==> src/rtl/bcd2bin_seq_arbiter.sv <==
// bcd2bin_seq_arbiter: round-robin shared iterative BCD-to-binary converter, one digit per clock, MSD first
module bcd2bin_seq_arbiter #(
    parameter int NDIG = 4,
    parameter int OUTW = 14
) (
    input  logic              clk,
    input  logic              rst,
    input  logic              req0_valid,
    output logic              req0_ready,
    input  logic [4*NDIG-1:0] req0_bcd,
    input  logic              req1_valid,
    output logic              req1_ready,
    input  logic [4*NDIG-1:0] req1_bcd,
    output logic              res_valid,
    input  logic              res_ready,
    output logic [OUTW-1:0]   res_bin,
    output logic              res_id,
    output logic              res_err,
    output logic              busy
);
    localparam int IW = NDIG > 1 ? $clog2(NDIG) : 1;
    typedef enum logic [1:0] {IDLE, CONV, DONE} state_t;
    state_t            r_state, w_next;
    logic [4*NDIG-1:0] r_bcd;
    logic [OUTW-1:0]   r_acc, w_sum;
    logic [IW-1:0]     r_cnt;
    logic              r_err, r_id, r_rr_last;
    logic              w_g0, w_g1, w_accept;
    logic [3:0]        w_dig;
    assign w_g0       = req0_valid && (!req1_valid || r_rr_last);
    assign w_g1       = req1_valid && (!req0_valid || !r_rr_last);
    assign w_accept   = (r_state == IDLE) && !rst && (w_g0 || w_g1);
    assign req0_ready = w_accept && w_g0;
    assign req1_ready = w_accept && w_g1;
    assign busy       = r_state != IDLE;
    // the captured word shifts left each step, so the digit in use is always the top nibble
    assign w_dig      = r_bcd[4*NDIG-1 -: 4];
    assign w_sum      = (r_acc << 3) + (r_acc << 1) + OUTW'(w_dig);
    always_ff @(posedge clk)
        r_state <= rst ? IDLE : w_next;
    always_comb begin
        w_next = r_state;
        if (r_state == IDLE && w_accept)
            w_next = CONV;
        else if (r_state == CONV && r_cnt == '0)
            w_next = DONE;
        else if (r_state == DONE && res_ready)
            w_next = IDLE;
    end
    always_ff @(posedge clk) begin
        if (rst) begin
            r_rr_last <= 1'b1;
            r_bcd     <= '0;
            r_acc     <= '0;
            r_cnt     <= '0;
            r_err     <= 1'b0;
            r_id      <= 1'b0;
            res_valid <= 1'b0;
            res_bin   <= '0;
            res_id    <= 1'b0;
            res_err   <= 1'b0;
        end else if (r_state == IDLE) begin
            if (w_accept) begin
                r_bcd     <= w_g1 ? req1_bcd : req0_bcd;
                r_id      <= w_g1;
                r_rr_last <= w_g1;
                r_acc     <= '0;
                r_err     <= 1'b0;
                r_cnt     <= IW'(NDIG - 1);
            end
        end else if (r_state == CONV) begin
            r_acc <= w_sum;
            r_err <= r_err | (w_dig > 4'd9);
            r_bcd <= r_bcd << 4;
            r_cnt <= r_cnt - IW'(1);
            if (r_cnt == '0) begin
                res_bin   <= w_sum;
                res_id    <= r_id;
                res_err   <= r_err | (w_dig > 4'd9);
                res_valid <= 1'b1;
            end
        end else if (res_ready) begin
            res_valid <= 1'b0;
        end
    end
endmodule

==> config.mk <==
export PLATFORM = sky130hd
export DESIGN_NAME = bcd2bin_seq_arbiter
export DESIGN_NICKNAME = d
export VERILOG_FILES = /design/src/rtl/bcd2bin_seq_arbiter.sv
export SDC_FILE = /design/constraint.sdc
export NUM_CORES = 1
export LEC_CHECK = 0
export CORE_ASPECT_RATIO = 1.1
export CORE_UTILIZATION = 23
export DETAILED_ROUTE_END_ITERATION = 12
export SLEW_MARGIN = 10
export SYNTH_ARGS = -nofsm -noshare
export SYNTH_HDL_FRONTEND = slang
export SYNTH_SLANG_ARGS = --single-unit
==> constraint.sdc <==
create_clock -name clk -period 4 [get_ports clk]
set_clock_uncertainty 0.05 [all_clocks]
set_input_delay 0.8 -clock clk [delete_from_list [all_inputs] [get_ports clk]]
set_output_delay 0.8 -clock clk [all_outputs]
set_load 0.01 [all_outputs]
==> reports/metrics.yaml <==
die:
  io_pins: 57
  die_w_um: 110
  dieArea_um2: 13300
  core_area_um2: 12600
  rows: 43
  die_y_um: 121
  initial_core_util: 0.235
critical_path:
  cp.arrival_ns: 2.39
  critPathRequiredTime_ns: 3.15
  cpMaxStageDelayCell: "clkdlybuf4s50_1"
  setup.worst_path.start_class: "primary input"
  ff2ff_path_depth: 9
  crit_path_cell_trace: "clkdlybuf4s50_1, a21boi_2, buf_4, nor2_1, clkdlybuf4s50_1"
  cp_max_fo: 17
  critical_path_class: "in -> out"
  rr_startpoint: "r_bcd[15]"
  crit_top_cell: "clkdlybuf4s50_1"
  cp-end-kind: "primary output"
  timing.rr.end: "r_acc[12]"
  rrSetupSlack_ns: 1.19
  cpPeakStageDelay_ns: 0.52
routing:
  dr.pass1.iters: 4
  first_iter_violations: 109
  viasPerCell: 4.79
  ant_nets: 0
  wl_um: 7080
  drcViolationCount: 0
  wire_per_inst_um: 13.0
  vias: 2612
placed_design:
  place_hpwl_um: 5190
  dp_cells: 537
  globalplace.congestion: 0.825
  place_area_um2: 3650
  port_buffers: 56
finish:
  nFillCells: 1369
  final_cell_mix: "56 x clkdlybuf4s50_1, 53 x dfxtp_1, 50 x nor2_1, 29 x nand2_1, 26 x a21oi_1"
  n_antenna_cell: 0
  final_nets: 449
  final_util: 0.302
  regArea_um2: 1060
  finalInstanceArea_um2: 3810
  multiInputGateArea_um2: 1760
  final_common_cell: "clkdlybuf4s50_1"
  synthToLayoutAreaGrowth_pct: 28.8
  final_cells: 545
  drive_gt1_frac: 0.0696
global_routing:
  grt_max_degree: 52
  grt_antenna_before_repair: 0
  grt_pass1_wl_um: 11800
  overflow: 0
  grt_use_total: 0.112
  grt_pass1_vias: 2583
cts:
  insertion_delay_ns: 0.29
  hold_buffers: 0
  htree_levels: 2
  clock_path_buffers: 2
  postCtsSetupRepairBufs: 0
  cts-resized-gates: 0
  path_clk_slew_ns: 0.07
  cts_tree: "built"
  cts_buffers: 5
  clock_sinks: 53
  root_buffer: "clkbuf_16"
synth:
  synth_area_leaders: "dfxtp_1 36%, ha_1 9.7%, nor2_1 6.4%, mux2i_1 5.8%, a21oi_1 4.4%"
  synth-seq-cells: 53
  synthesis.area_um2: 2950
  syn_nets: 402
  yosys_most_used_dff: "dfxtp_1"
  yosys_warnings: 0
  synth_top_area_frac: 0.359
  yosysSeqAreaShare: 0.359
  synth_edf_count: 0
  synthArstFlopShare: 0
  yosys.area.top_type: "dfxtp_1"
  ys_types: 53
  synthCells: 340
  syn_area_per_cell_um2: 8.69
timing:
  hold_viol: 0
  final-max-slew-violation-count: 0
  tightestPinTransition_ns: 0.836
  whs_ns: 0.406
  fmax_mhz: 309
  setup_violations: 0
  rsz0062_at_grt: "no"
  fin_crit_sh: 0.809
  tns_ns: 0
  max_slew_margin: 0.441
  finalCriticalPeriod_ns: 3.24
power:
  p_switching_uw: 493
  irDropWorstVdd_mv: 0.168
  p_sw_frac: 0.328
  clkPwrFrac: 0.294
  seqPwrFrac: 0.413
  p_per_area_nw_per_um2: 395
  p_comb_frac: 0.293
  p_int_uw: 1010
  leakagePower_uw: 0.00155
worst_hold_path:
  hp-start: "res_bin[8]"
  holdPathEnd: "res_bin[8]"
  min_path_cells: 2
  hold_path.class: "reg -> reg"
outcome:
  status: "finished clean"
flow_run:
  maxCapViolCount: 0
[power by group through the flow]
stage | logic (uW) | clock network (uW) | registers (uW)
floorplan | 302 | 0 | 625
global placement | 437 | 0 | 630
detailed placement | 443 | 0 | 632
CTS | 445 | 460 | 619
global route | 492 | 477 | 626
finish | 441 | 442 | 620
[logic make-up after synthesis]
logic type | Yosys count | share of synthesized area
adders and majority gates | 25 | 0.111
xor gates and xnor gates | 7 | 0.0208
AOI/OAI and AO/OA | 83 | 0.211
DFF | 53 | 0.359
buffers and inverters | 30 | 0.0449
muxes | 17 | 0.0576
and+or+nand+nor | 125 | 0.196
[cell type report]
type | count | share of cell area
clock buffer | 6 | 0.0365
clock inverter | 2 | 0.00362
inverter | 9 | 0.00888
multi-input combinational | 257 | 0.464
sequential | 53 | 0.279
tap | 157 | 0.0516
timing repair buffer | 61 | 0.157
[how the worst max path moves through the flow]
stage,startpoint,end,depth (start not counted)
3_5_place_dp,req1_valid,req0_ready,5
2_1_floorplan,r_bcd[15],r_acc[12],9
6_report,req1_valid,req0_ready,5
5_1_grt,req1_valid,req0_ready,5
4_1_cts,req1_valid,req0_ready,5
3_3_place_gp,req1_valid,req0_ready,5
[critical path: cells and delay by family]
| family | cells | cell delay, ns |
|---|---|---|
| compound gates | 1 | 0.20 |
| buf+inv | 3 | 1.30 |
| simple gates | 1 | 0.09 |
[cell usage after synthesis, types with 2 or more instances]
| library cell | number |
|---|---|
| and3_1 | 7 |
| nor3_1 | 8 |
| a221oi_1 | 14 |
| nand4_1 | 3 |
| o21bai_1 | 3 |
| nand2b_1 | 2 |
| o21ai_0 | 7 |
| a21o_1 | 4 |
| clkbuf_1 | 12 |
| a31o_2 | 2 |
| xnor2_1 | 4 |
| nor4_1 | 2 |
| nand2_1 | 29 |
| fa_1 | 2 |
| o311ai_0 | 2 |
| a21oi_1 | 26 |
| buf_2 | 7 |
| a31oi_1 | 2 |
| ha_1 | 23 |
| nor2b_1 | 2 |
| nand3_1 | 11 |
| a22oi_1 | 5 |
| xor2_1 | 3 |
| o21a_1 | 2 |
| mux2i_1 | 17 |
| dfxtp_1 | 53 |
| a311o_1 | 3 |
| and2_1 | 3 |
| nor2_1 | 50 |
| inv_1 | 9 |
[stage by stage]
stage / power [uW] / worst slack [ns]
after floorplan: 927 / 1.50
after detailed placement: 1080 / 0.751
after global placement: 1070 / 0.745
after global routing: 1600 / 0.683
final: 1500 / 0.764
after CTS: 1520 / 0.741
[sequential cells by signal (all words and copies together), names as in the netlist, 2 cells and up]
name     cells
r_acc       13
r_bcd       16
res_bin     14
r_state      2
r_cnt        2
[layer usage]
layer / track usage / up-vias / part of all wire
met1: 0.133 / 1214 / 0.45
met4: 0.0467 / 0 / 0.020
met3: 0.0204 / 9 / 0.042
met5: 0 / - / 0
li1: - / 1324 / -
met2: 0.197 / 65 / 0.48
Power figures use the tool's default switching activity.
